===== config.mk =====
export PLATFORM = sky130hd
export DESIGN_NAME = vtisa_prog_loader
export DESIGN_NICKNAME = d
export VERILOG_FILES = /design/src/rtl/vtisa_prog_loader.sv
export SDC_FILE = /design/constraint.sdc
export NUM_CORES = 1
export LEC_CHECK = 0
export ABC_AREA = 1
export ABC_CLOCK_PERIOD_IN_PS = 3000
export CAP_MARGIN = 20
export CORE_MARGIN = 5
export CORE_UTILIZATION = 60
export DETAILED_ROUTE_END_ITERATION = 8
export GPL_TIMING_DRIVEN = 0
export HOLD_SLACK_MARGIN = 0.1
export PLACE_DENSITY = 0.87
export REMOVE_ABC_BUFFERS = 1
export SETUP_SLACK_MARGIN = 0.1
export SKIP_CTS_REPAIR_TIMING = 1
export SYNTH_ARGS = -nofsm -noshare
export SYNTH_HDL_FRONTEND = slang
export SYNTH_SLANG_ARGS = --single-unit
export TNS_END_PERCENT = 30

===== constraint.sdc =====
create_clock -name clk -period 3 [get_ports clk]
set_input_delay 0.6 -clock clk [delete_from_list [all_inputs] [get_ports clk]]
set_output_delay 0.6 -clock clk [all_outputs]
set_load 0.03 [all_outputs]

===== src/rtl/vtisa_prog_loader.sv =====
// Boot-time program loader: receives a length-prefixed, checksummed byte stream
// from asynchronous pins, writes it to instruction memory, then releases the CPU.
module vtisa_prog_loader #(
    parameter int ADDR_W    = 5,
    parameter int TIMEOUT_W = 16
) (
    input  logic              clk,
    input  logic              rst,
    input  logic              load_req,
    input  logic [7:0]        byte_in,
    input  logic              byte_stb,
    output logic              mem_we,
    output logic [ADDR_W-1:0] mem_addr,
    output logic [7:0]        mem_wdata,
    output logic              cpu_run,
    output logic              busy,
    output logic              err,
    output logic [1:0]        err_code
);

    localparam int LEN_W = ADDR_W + 1;
    localparam logic [TIMEOUT_W-1:0] TMO_LAST = {TIMEOUT_W{1'b1}} - TIMEOUT_W'(1);

    typedef enum logic [2:0] {
        S_IDLE,
        S_LEN,
        S_DATA,
        S_CSUM,
        S_RUN,
        S_ERR
    } state_t;

    state_t               state_reg, state_next;
    logic [2:0]           sync_reg;
    logic [7:0]           data_reg;
    logic                 accept;
    logic [LEN_W-1:0]     len_reg, len_next;
    logic [LEN_W-1:0]     addr_reg, addr_next;
    logic [7:0]           sum_reg, sum_next;
    logic [TIMEOUT_W-1:0] tmo_reg, tmo_next;
    logic [1:0]           err_code_reg, err_code_next;
    logic                 we_reg, we_next;
    logic [ADDR_W-1:0]    waddr_reg, waddr_next;
    logic [7:0]           wdata_reg, wdata_next;
    logic [ADDR_W-1:0]    len_low;
    logic [LEN_W-1:0]     len_val;
    logic [LEN_W-1:0]     addr_inc;
    logic [7:0]           sum_add;
    logic                 tmo_hit;
    logic                 in_load;

    // byte_in is sampled one cycle behind the strobe pipeline so the value used at
    // the accept edge was taken while the strobe was still guaranteed high.
    always_ff @(posedge clk) begin
        if (rst) begin
            sync_reg <= '0;
            data_reg <= '0;
        end else begin
            sync_reg <= {sync_reg[1:0], byte_stb};
            data_reg <= byte_in;
        end
    end

    assign accept   = sync_reg[1] & ~sync_reg[2];
    assign in_load  = (state_reg == S_LEN) || (state_reg == S_DATA) || (state_reg == S_CSUM);
    assign len_low  = ADDR_W'(data_reg);
    assign len_val  = (len_low == '0) ? {1'b1, {ADDR_W{1'b0}}} : {1'b0, len_low};
    assign addr_inc = addr_reg + LEN_W'(1);
    assign sum_add  = sum_reg + data_reg;
    assign tmo_hit  = in_load && (tmo_reg == TMO_LAST);

    always_ff @(posedge clk) begin
        if (rst) begin
            state_reg    <= S_IDLE;
            len_reg      <= '0;
            addr_reg     <= '0;
            sum_reg      <= '0;
            tmo_reg      <= '0;
            err_code_reg <= '0;
            we_reg       <= 1'b0;
            waddr_reg    <= '0;
            wdata_reg    <= '0;
        end else begin
            state_reg    <= state_next;
            len_reg      <= len_next;
            addr_reg     <= addr_next;
            sum_reg      <= sum_next;
            tmo_reg      <= tmo_next;
            err_code_reg <= err_code_next;
            we_reg       <= we_next;
            waddr_reg    <= waddr_next;
            wdata_reg    <= wdata_next;
        end
    end

    always_comb begin
        state_next    = state_reg;
        len_next      = len_reg;
        addr_next     = addr_reg;
        sum_next      = sum_reg;
        tmo_next      = in_load ? tmo_reg + TIMEOUT_W'(1) : '0;
        err_code_next = err_code_reg;
        we_next       = 1'b0;
        waddr_next    = waddr_reg;
        wdata_next    = wdata_reg;

        case (state_reg)
            S_IDLE, S_RUN, S_ERR: begin
                if (load_req) begin
                    state_next    = S_LEN;
                    err_code_next = 2'b00;
                    tmo_next      = '0;
                end
            end
            S_LEN: begin
                if (accept) begin
                    len_next   = len_val;
                    addr_next  = '0;
                    sum_next   = '0;
                    tmo_next   = '0;
                    state_next = S_DATA;
                end else if (tmo_hit) begin
                    state_next    = S_ERR;
                    err_code_next = 2'b10;
                end
            end
            S_DATA: begin
                if (accept) begin
                    we_next    = 1'b1;
                    waddr_next = addr_reg[ADDR_W-1:0];
                    wdata_next = data_reg;
                    sum_next   = sum_add;
                    addr_next  = addr_inc;
                    tmo_next   = '0;
                    // Counter is one bit wider than the address so a full image ends cleanly.
                    if (addr_inc == len_reg)
                        state_next = S_CSUM;
                end else if (tmo_hit) begin
                    state_next    = S_ERR;
                    err_code_next = 2'b10;
                end
            end
            S_CSUM: begin
                if (accept) begin
                    tmo_next = '0;
                    if (sum_add == 8'h00) begin
                        state_next = S_RUN;
                    end else begin
                        state_next    = S_ERR;
                        err_code_next = 2'b01;
                    end
                end else if (tmo_hit) begin
                    state_next    = S_ERR;
                    err_code_next = 2'b10;
                end
            end
            default: begin
                state_next = S_IDLE;
            end
        endcase
    end

    assign mem_we    = we_reg;
    assign mem_addr  = waddr_reg;
    assign mem_wdata = wdata_reg;
    assign cpu_run   = (state_reg == S_RUN);
    assign busy      = in_load;
    assign err       = (state_reg == S_ERR);
    assign err_code  = err_code_reg;

endmodule


**Yosys cells after proc, flatten, opt, wreduce, memory -nomap -nowiden**

Index checks and enable logic that the tools add are counted.

- Flip-flop bits (word level): 66
- Latch bits: 0
- Bits in writable memories: 0
- ROM bits: 0
- Bits of input ports: 12
- Output and inout bits: 19
- Logic and storage cells: 73
- Memories kept: 0

- $add $sub $neg: 3
- Multiply operators: 0
- Div/mod/pow operators: 0
- $lt $le $gt $ge: 0
- Eq/ne operators: 13
- Shift operators: 0
- Muxes and demuxes: 26
- Bitwise operators: 3
- Reductions and logical operators: 17

Operators with widths:

| cell | count |
|---|---|
| two-way mux 16 bit | 3 |
| one-hot mux 16 bit (2 select lines) | 1 |
| two-way mux 3 bit | 6 |
| two-way mux 6 bit | 3 |
| adder 16 x 1 -> 16 bit (second input constant) | 1 |
| == test 16 bit (second input constant) | 1 |
| two-way mux 8 bit | 2 |
| one-hot mux 8 bit (2 select lines) | 1 |
| one-hot mux 3 bit (4 select lines) | 1 |
| one-hot mux 6 bit (2 select lines) | 1 |
| two-way mux 2 bit | 5 |
| adder 8 bit | 1 |
| zero test 8 bit | 1 |
| inequality test 2 bit (second input constant) | 4 |
| adder 6 x 1 -> 6 bit (second input constant) | 1 |
| == test 3 x 2 -> 1 bit (second input constant) | 2 |
| == test 3 bit (second input constant) | 2 |
| == test 6 bit | 1 |
| one-hot mux 2 bit (3 select lines) | 1 |
| AND reduction 2 bit | 3 |
| OR reduction 3 bit | 2 |
| zero test 5 bit | 1 |
| AND reduction 4 bit | 1 |
| OR reduction 2 bit | 2 |
| other kinds (12) | 15 |

**Depth between registers and ports, before layout**

Gate-level depths: netlist of run 1.

- Depth in word-level cells: 7
- Mapped depth: 14
- Gate-level depth less buffers: 14

**Worst setup path after synthesis of run 1**

OpenSTA, ideal clock, no wires.

- Kind: flip-flop to flip-flop
- Start: register data_reg[0]
- End: register err_code_reg[0] (netlist: err_code[0])
- Library setup time: 128 ps
- Data arrival time: 1,730 ps
- Data required time: 2,872 ps
- Setup slack: 1,142 ps
- Cell stages (with the launch flop): 15
- Path buffers: 0
- Clock period less this slack: 1,858 ps
- Cells stage by stage: dfxtp_1 ha_1 fa_1 nand2_1 nand2_1 nand3_1 nand2_1 nand2_1 nand2_1 nor2_1 nand3_1 nand3_2 nand2_1 nand2_1 nor2_1

- Longest elaborated chain between the ends: 4

RTL lines:

| item | RTL line | text |
|---|---|---|
| start, declared | 35 | `logic [7:0] data_reg;` |
| start signal, assigned | 60 | `data_reg <= byte_in;` |
| adder 8 bit | 69 | `assign sum_add = sum_reg + data_reg;` |
| zero test 8 bit | 146 | `if (sum_add == 8'h00) begin` |
| inequality test 3 bit (no line) | -- |  |
| AND reduction 4 bit (no line) | -- |  |
| end signal, assigned | 89 | `err_code_reg <= err_code_next;` |
| end, declared | 41 | `logic [1:0] err_code_reg, err_code_next;` |

Every way passes these cells.
A chain may end at the register's enable or synchronous reset.

**Worst setup path after layout of run 1**

- Start: register state_reg[2]
- End: output cpu_run

- Longest elaborated chain between the ends: 1

RTL lines:

| item | RTL line | text |
|---|---|---|
| start, declared | 33 | `state_t state_reg, state_next;` |
| start signal, assigned | 84 | `state_reg <= state_next;` |
| == test 3 bit | 166 | `assign cpu_run = (state_reg == S_RUN);` |
| end, declared | 15 | `output logic cpu_run,` |

Every way passes these cells.

==> impl_metrics.py, run 1 <==
metrics = {
    "status": {
        "status": "completed",
    },
    "sta": {
        "hold_slack_ps": 407,
        "post-route-period-util": 0.830,
        "finalWorstSetupSlack_ps": 510,
        "final-hold-violation-count": 0,
        "slew_violations": 0,
        "worstMarginPinSlew_ps": 745,
        "slew_headroom": 0.503,
        "fmaxAchievable_mhz": 402,
        "setup_violations": 0,
        "min_period_ps": 2490,
        "skew_ps": 7.98,
        "rsz0062_at_grt": "false",
    },
    "logic_synthesis": {
        "synth_most_common_cell": "nand2_1",
        "synth.distinct_cells": 33,
        "synth-compound-area-share": 0.109,
        "yosys-top-cells-area": "dfxtp_1, nand2_1, nor2_1",
        "synth-simple-area-share": 0.310,
        "yosysWarnings": 0,
        "seq_area_frac_synth": 0.404,
        "postSynthCellCount": 461,
        "synth_xor_area_frac": 0.0349,
        "yosysTopAreaCellShare": 0.404,
        "yosys-top-cells-count": "nand2_1, nor2_1, dfxtp_1",
        "synthMuxAreaShare": 0,
        "yosys.area_share.adder": 0.0444,
        "synth_area_um2": 3270,
        "synth-edff-count": 0,
        "async_reset_ff_frac": 0,
        "synthFlopType": "dfxtp_1",
        "synth_seq_cells": 66,
        "synth_top_family_by_area": "simple AND/OR/NAND/NOR gates",
        "syn_area_per_cell_um2": 7.09,
        "yosysTopAreaCell": "dfxtp_1",
    },
    "placement": {
        "io_buffers": 30,
        "pre_cts_ws_ps": -89.8,
        "place_congestion": 0.883,
        "hpwlAfterDp_mm": 4.94,
    },
    "worst_setup_path": {
        "cp-end-kind": "primary output",
        "cp-start-kind": "flip-flop",
        "worstPathMaxFanout": 9,
        "worstPathArrival_ps": 1890,
        "critPathRequiredTime_ps": 2400,
        "worstSetupPathType": "flip-flop to primary output",
    },
    "die": {
        "die-width_um": 83.8,
        "rows": 26,
        "io_pins": 31,
        "initial_utilization": 0.628,
        "dieArea_um2": 7020,
        "core_area_um2": 5200,
        "die-height_um": 83.8,
    },
    "global_routing": {
        "grtUsageTotal": 0.213,
        "grt_pass1_vias": 2765,
        "grt_pass1_wl_mm": 12.3,
        "grt_max_degree": 27,
        "overflow": 0,
        "grt_antenna_before_repair": 0,
    },
    "power_and_ir_drop": {
        "netSwitchingPower_uw": 449,
        "cell_internal_pwr_mw": 1.42,
        "p_seq_frac": 0.486,
        "ir_drop_mv": 0.323,
        "power_density_nw_per_um2": 490,
        "leakage_nw": 1.70,
        "clkPwrFrac": 0.433,
        "p_comb_frac": 0.081,
        "switching_share": 0.240,
    },
    "drt": {
        "first_iter_violations": 216,
        "vias_per_cell": 5.19,
        "dr.pass1.iters": 5,
        "num_vias": 2938,
        "wire_per_inst_um": 12.5,
        "antenna_left": 0,
        "route.detailed.drc": 0,
        "wirelength_mm": 7.06,
    },
    "final_layout": {
        "largest_reg_flops": 16,
        "nets": 514,
        "drive_above_1_share": 0.0968,
        "area_growth_syn_to_layout_pct": 17.1,
        "fillCellCount": 403,
        "antenna_cells": 0,
        "finish.utilization": 0.735,
    },
    "run": {
        "drv_cap": 0,
    },
    "worst_hold_path": {
        "hp-class": "flip-flop to flip-flop",
    },
    "clocking": {
        "clk_transition_reported_paths_ps": 60,
        "htreeDepth": 3,
        "insertion_delay_ps": 340,
        "cts_tree": "yes",
        "cts.path.max_buffers": 2,
        "root_buffer": "clkbuf_8",
        "numCtsBuffers": 9,
        "cts.sinks": 66,
    },
}
[path summary, 6_finish.rpt]
path / from / end / slack [ps] / cells past startpoint
worst min-delay path: sync_reg[0] / sync_reg[1] / 410 / 2
worst max register to register: data_reg[0] / err_code[0] / 790 / 14
worst min register to register: sync_reg[0] / sync_reg[1] / 410 / 2
worst max-delay path: state_reg[2] / cpu_run / 510 / 3
[layout by cell type, fill, tap and decap left out, types with 2 or more instances in the layout]
cell type | Yosys | final
nand4_1 | 4 | 4
a32o_1 | 2 | 2
nor3_2 | 4 | 4
nor2_4 | 3 | 3
ha_1 | 10 | 10
inv_2 | 10 | 10
clkbuf_8 | 0 | 13
a21oi_1 | 25 | 25
xnor2_1 | 4 | 4
nand3_2 | 3 | 3
o21ai_0 | 23 | 23
clkdlybuf4s50_1 | 0 | 30
nor2_1 | 74 | 74
a21oi_2 | 2 | 2
dfxtp_1 | 66 | 66
nand2_1 | 90 | 90
inv_1 | 56 | 56
nand3b_1 | 2 | 2
nor2_2 | 8 | 8
nor3_1 | 4 | 4
nand3_1 | 33 | 33
a211oi_1 | 3 | 3
o21ai_1 | 8 | 8
clkinvlp_4 | 0 | 2
xor2_1 | 9 | 9
[worst max-delay path: stages, from the launching register on]
cell and delay, ps:
dfxtp_1 560, nand2_1 170, nor2_1 140, clkdlybuf4s50_1 690
[power by group through the flow]
stage	combinational [mW]	sequential, mW	clock [mW]
CTS	0.149	0.910	0.826
global route	0.169	0.913	0.870
finish	0.151	0.911	0.810
detailed placement	0.147	0.930	0
floorplan	0.0926	0.930	0
global placement	0.143	0.930	0
[layer usage]
layer	track usage	routed length (µm)	share of wire
met5	0	0	0
met4	0.0965	140	0.020
met3	0.0385	346	0.049
met2	0.346	3280	0.46
met1	0.274	3290	0.47
[logic make-up after synthesis]
family / count (synthesis)
and+or+nand+nor: 228
AOI/OAI and AO/OA: 65
adders and majority gates: 11
buffers and inverters: 78
xor gates and xnor gates: 13
DFF: 66
[through the flow]
stage	cell area, µm²	setup TNS (ps)	total power, mW	std cells
2_1_floorplan	3200	0	1.02	449
3_3_place_gp	3590	-189	1.07	549
3_5_place_dp	3590	-175	1.08	549
4_1_cts	3810	0	1.89	565
5_1_grt	3820	0	1.95	566
6_report	3820	0	1.87	566
[cell type report]
| type | instances | area (µm²) | area share |
|---|---|---|---|
| Tap cell | 70 | 87.6 | 0.0229 |
| Inverter | 66 | 248 | 0.0648 |
| Clock inverter | 3 | 45.0 | 0.0118 |
| Sequential cell | 66 | 1320 | 0.345 |
| Timing Repair Buffer | 31 | 315 | 0.0824 |
| Clock buffer | 13 | 179 | 0.0468 |
| Multi-Input combinational cell | 317 | 1630 | 0.426 |
Note: power is estimated with default switching activity, not from simulation.
==> run 2, diff against run 1 <==
- ABC_CLOCK_PERIOD_IN_PS: 3000 -> 2600
- CORE_UTILIZATION: 60 -> 57
- PLACE_DENSITY: 0.87 -> 0.83
- clock period: 3 -> 2.6 ns (I/O delays scaled with it)
==> run 2 against run 1 <==
  * Design area is 0.43% lower
  * Cell count is 0.35% higher
  * Setup slack worse by 260 ps
  * Sequential power is 15% higher
  * Die area is 4.6% higher
  * Flip-flop and latch count stayed put
  * Power is 12% higher
  * Utilization is 4.7 points lower
  * Sequential share of layout area is 0.15 points higher
  * Critical path type unchanged
  * Critical endpoint is now err
  * Highest routed layer unchanged
==> impl_metrics.py, run 2 (synthesis gave the netlist of run 1 again) <==
metrics = {
    "status": {
        "status": "completed",
    },
    "die": {
        "initial_utilization": 0.590,
        "io_pins": 31,
        "rows": 27,
        "core_area_um2": 5540,
        "dieArea_um2": 7350,
        "die-height_um": 85.7,
        "die-width_um": 85.7,
    },
    "placement": {
        "dpl-instance-area_um2": 3590,
        "dp.cells": 551,
        "hpwlAfterDp_mm": 4.97,
        "io_buffers": 30,
        "place_congestion": 0.867,
        "pre_cts_ws_ps": -356,
    },
    "final_layout": {
        "largest_reg_flops": 16,
        "drive_above_1_share": 0.0948,
        "register_area_um2": 1320,
        "final_cell_mix": "nand2_1, nor2_1, dfxtp_1",
        "final_common_cell": "nand2_1",
        "finish.utilization": 0.687,
        "multiInputGateArea_um2": 1630,
        "layout.cells.non_filler": 568,
        "fin_area_um2": 3810,
        "fillCellCount": 470,
        "antenna_cells": 0,
        "nets": 514,
        "area_growth_syn_to_layout_pct": 16.6,
    },
    "clocking": {
        "numCtsBuffers": 9,
        "cts.sinks": 66,
        "cts.path.max_buffers": 2,
        "root_buffer": "clkbuf_8",
        "clk_transition_reported_paths_ps": 60,
        "htreeDepth": 3,
        "cts_tree": "yes",
        "insertion_delay_ps": 350,
    },
    "sta": {
        "setup_violations": 0,
        "rsz0062_at_grt": "false",
        "finalWorstSetupSlack_ps": 250,
        "skew_ps": 11.1,
        "slew_headroom": 0.529,
        "slew_violations": 0,
        "post-route-period-util": 0.904,
        "hold_slack_ps": 420,
        "final-hold-violation-count": 0,
        "min_period_ps": 2350,
        "fmaxAchievable_mhz": 426,
        "worstMarginPinSlew_ps": 706,
    },
    "worst_hold_path": {
        "min_path_cells": 2,
        "holdCritStartpoint": "sync_reg[0]",
        "hp-class": "flip-flop to flip-flop",
        "holdPathEnd": "sync_reg[1]",
    },
    "worst_setup_path": {
        "r2r_start": "data_reg[0]",
        "r2r_setup_slack_ps": 430,
        "cp-start-kind": "flip-flop",
        "worstSetupPathType": "flip-flop to primary output",
        "cp-end-kind": "primary output",
        "worstPathMaxFanout": 9,
        "ff2ff_path_depth": 12,
        "worstPathArrival_ps": 1830,
        "r2r_end": "err_code[0]",
        "critPathRequiredTime_ps": 2080,
    },
    "power_and_ir_drop": {
        "ir_drop_mv": 0.345,
        "power_density_nw_per_um2": 552,
        "leakage_nw": 1.69,
    },
    "global_routing": {
        "grt_antenna_before_repair": 0,
        "grt_pass1_wl_mm": 12.3,
        "grt_max_degree": 27,
        "grt_pass1_vias": 2766,
        "grtUsageTotal": 0.207,
        "overflow": 0,
    },
    "drt": {
        "vias_per_cell": 5.17,
        "wirelength_mm": 7.06,
        "wire_per_inst_um": 12.4,
        "antenna_left": 0,
        "num_vias": 2936,
        "dr.pass1.iters": 4,
        "first_iter_violations": 266,
        "route.detailed.drc": 0,
    },
    "run": {
        "drv_cap": 0,
    },
}
==> run 2: layer usage <==
layer / wire [µm] / global-route usage / up-vias
li1: - / - / 1519
met5: 0 / 0 / -
met2: 3320 / 0.352 / 71
met3: 411 / 0.0528 / 10
met1: 3230 / 0.262 / 1336
met4: 99 / 0.0547 / 0
==> run 2: per-stage QoR <==
step | total power, mW | TNS [ps]
after floorplan | 1.18 | 0
after global placement | 1.24 | -5400
after detailed placement | 1.24 | -5820
after CTS | 2.11 | -22.5
after global routing | 2.19 | 0
final | 2.10 | 0
==> run 2: worst max-delay path, stage by stage (launching register included) <==
cell and delay, ps:
dfxtp_1 550, nand2_1 140, nor2_2 120, clkdlybuf4s50_1 680
==> run 2: report_power, final <==
| group | internal, mW | switching, mW |
|---|---|---|
| sequential | 1.03 | 0.0202 |
| clock | 0.494 | 0.387 |
| combinational | 0.0647 | 0.107 |
| total | 1.59 | 0.515 |
==> run 2: worst max-delay path by stage <==
stage,start,to,slack [ps],depth (start not counted)
global placement,rst,addr_reg[1],-340,3
CTS,rst,addr_reg[1],-10,3
global route,state_reg[2],err,160,3
finish,state_reg[2],err,250,3
detailed placement,rst,addr_reg[1],-360,3
floorplan,data_reg[0],err_code[0],760,14
==> run 2: area by class of cell <==
cell class / count / area share
flip-flops and latches: 66 / 0.347
multi-input cells: 317 / 0.428
repair buffers: 31 / 0.0828
clock buffers: 12 / 0.0407
inverters: 66 / 0.0650
clock inverters: 4 / 0.0131
well taps: 72 / 0.0237
==> run 3, diff against run 2 <==
- PLACE_DENSITY: 0.83 -> 0.86
==> run 3 against run 2 <==
  * Power up 6.5%
  * Flip-flop and latch count unchanged
  * Clock power up 16%
  * Hold slack worse by 6.0 ps
  * Critical endpoint unchanged
==> impl_metrics.py, run 3 (synthesis gave the netlist of run 1 again) <==
metrics = {
    "worst_setup_path": {
        "worstPathMaxFanout": 9,
        "slowest_delay_ps": 680,
        "path_cells": "nand2_1, nor2_2, clkdlybuf4s50_1",
        "critPathRequiredTime_ps": 2080,
        "worst-path-buf-inv": 1,
        "worstSetupPathType": "flip-flop to primary output",
        "cp-end-kind": "primary output",
        "worstPathArrival_ps": 1820,
        "r2r_setup_slack_ps": 480,
        "cp-start-kind": "flip-flop",
        "worst_path_dominant_cell_family": "buffers and inverters",
        "worst_path_max_delay_cell": "clkdlybuf4s50_1",
    },
    "global_routing": {
        "grt_pass1_wl_mm": 12.4,
        "grt_pass1_vias": 2897,
        "overflow": 0,
        "grtUsageTotal": 0.210,
        "grt_max_degree": 27,
        "grt_antenna_before_repair": 0,
    },
    "drt": {
        "antenna_left": 0,
        "route.detailed.drc": 0,
        "vias_per_cell": 5.25,
        "first_iter_violations": 176,
        "num_vias": 2982,
        "wire_per_inst_um": 12.4,
        "dr.pass1.iters": 5,
        "wirelength_mm": 7.05,
    },
    "sta": {
        "final-hold-violation-count": 0,
        "rsz0062_at_grt": "false",
        "skew_ps": 5.93,
        "finalWorstSetupSlack_ps": 256,
        "min_period_ps": 2340,
        "slew_violations": 0,
        "slew_headroom": 0.529,
        "setup_violations": 0,
        "tns_ps": 0,
        "post-route-period-util": 0.902,
        "fmaxAchievable_mhz": 427,
        "worstMarginPinSlew_ps": 706,
    },
    "final_layout": {
        "fillCellCount": 463,
        "drive_above_1_share": 0.0968,
        "antenna_cells": 0,
        "final_common_cell": "nand2_1",
        "largest_reg_flops": 16,
        "nets": 514,
        "area_growth_syn_to_layout_pct": 17.6,
        "final_cell_mix": "nand2_1, nor2_1, dfxtp_1",
    },
    "run": {
        "drv_cap": 0,
    },
    "clocking": {
        "insertion_delay_ps": 350,
        "numCtsBuffers": 9,
        "htreeDepth": 3,
        "cts.sinks": 66,
        "cts.path.max_buffers": 2,
        "root_buffer": "clkbuf_8",
        "clk_transition_reported_paths_ps": 70,
        "cts_tree": "yes",
    },
    "placement": {
        "hpwlAfterDp_mm": 4.84,
        "place_congestion": 0.852,
        "io_buffers": 30,
        "pre_cts_ws_ps": -352,
    },
    "worst_hold_path": {
        "hp-class": "flip-flop to flip-flop",
    },
    "die": {
        "die-height_um": 85.7,
        "die-width_um": 85.7,
        "io_pins": 31,
        "initial_utilization": 0.590,
        "rows": 27,
        "dieArea_um2": 7350,
        "core_area_um2": 5540,
    },
    "status": {
        "status": "completed",
    },
    "power_and_ir_drop": {
        "power_density_nw_per_um2": 583,
        "ir_drop_mv": 0.391,
        "leakage_nw": 1.71,
    },
}
[run 3: power breakdown]
part           internal (mW)  switching, mW
registers               1.03         0.0195
logic                 0.0647          0.109
clock network          0.617          0.401
[run 3: per-layer routing]
metal  wire length, µm  GRT usage  share of wire  vias to the layer above
li1                  -          -              -                     1516
met2              3380      0.359           0.48                       92
met4               175     0.0921          0.025                        0
met1              3060      0.239           0.43                     1354
met3               429     0.0653          0.061                       20
met5                 0          0              0                        -
[run 3: final cells by class]
cell class / instances / area (µm²) / share of cell area
well taps: 72 / 90.1 / 0.0235
repair buffers: 31 / 315 / 0.0821
flip-flops and latches: 66 / 1320 / 0.344
multi-input cells: 317 / 1630 / 0.424
inverters: 66 / 248 / 0.0645
clock buffers: 12 / 165 / 0.0430
clock inverters: 4 / 72.6 / 0.0189
[run 3: metrics by stage]
step                      instance area, µm²  power (mW)   util  hold WS (ps)  std cells
final                                   3840        2.24  0.693           414        568
after global routing                    3840        2.33  0.693           446        568
after CTS                               3830        2.25  0.691           420        567
after detailed placement                3590        1.24  0.648           404        551
after global placement                  3590        1.24  0.648           392        551
after floorplan                         3200        1.18      -           388        449
[run 3: final timing paths]
| path | startpoint | endpoint | depth (start not counted) |
|---|---|---|---|
| worst max-delay path | state_reg[2] | err | 3 |
| worst min-delay path | sync_reg[0] | sync_reg[1] | 2 |
| worst max register to register | data_reg[0] | err_code[0] | 14 |
| worst min register to register | sync_reg[0] | sync_reg[1] | 2 |
[run 3: worst min-delay path, cell delays in order, from the launching register on]
cell and delay (ps):
dfxtp_1 300, inv_1 40, nor2_1 30
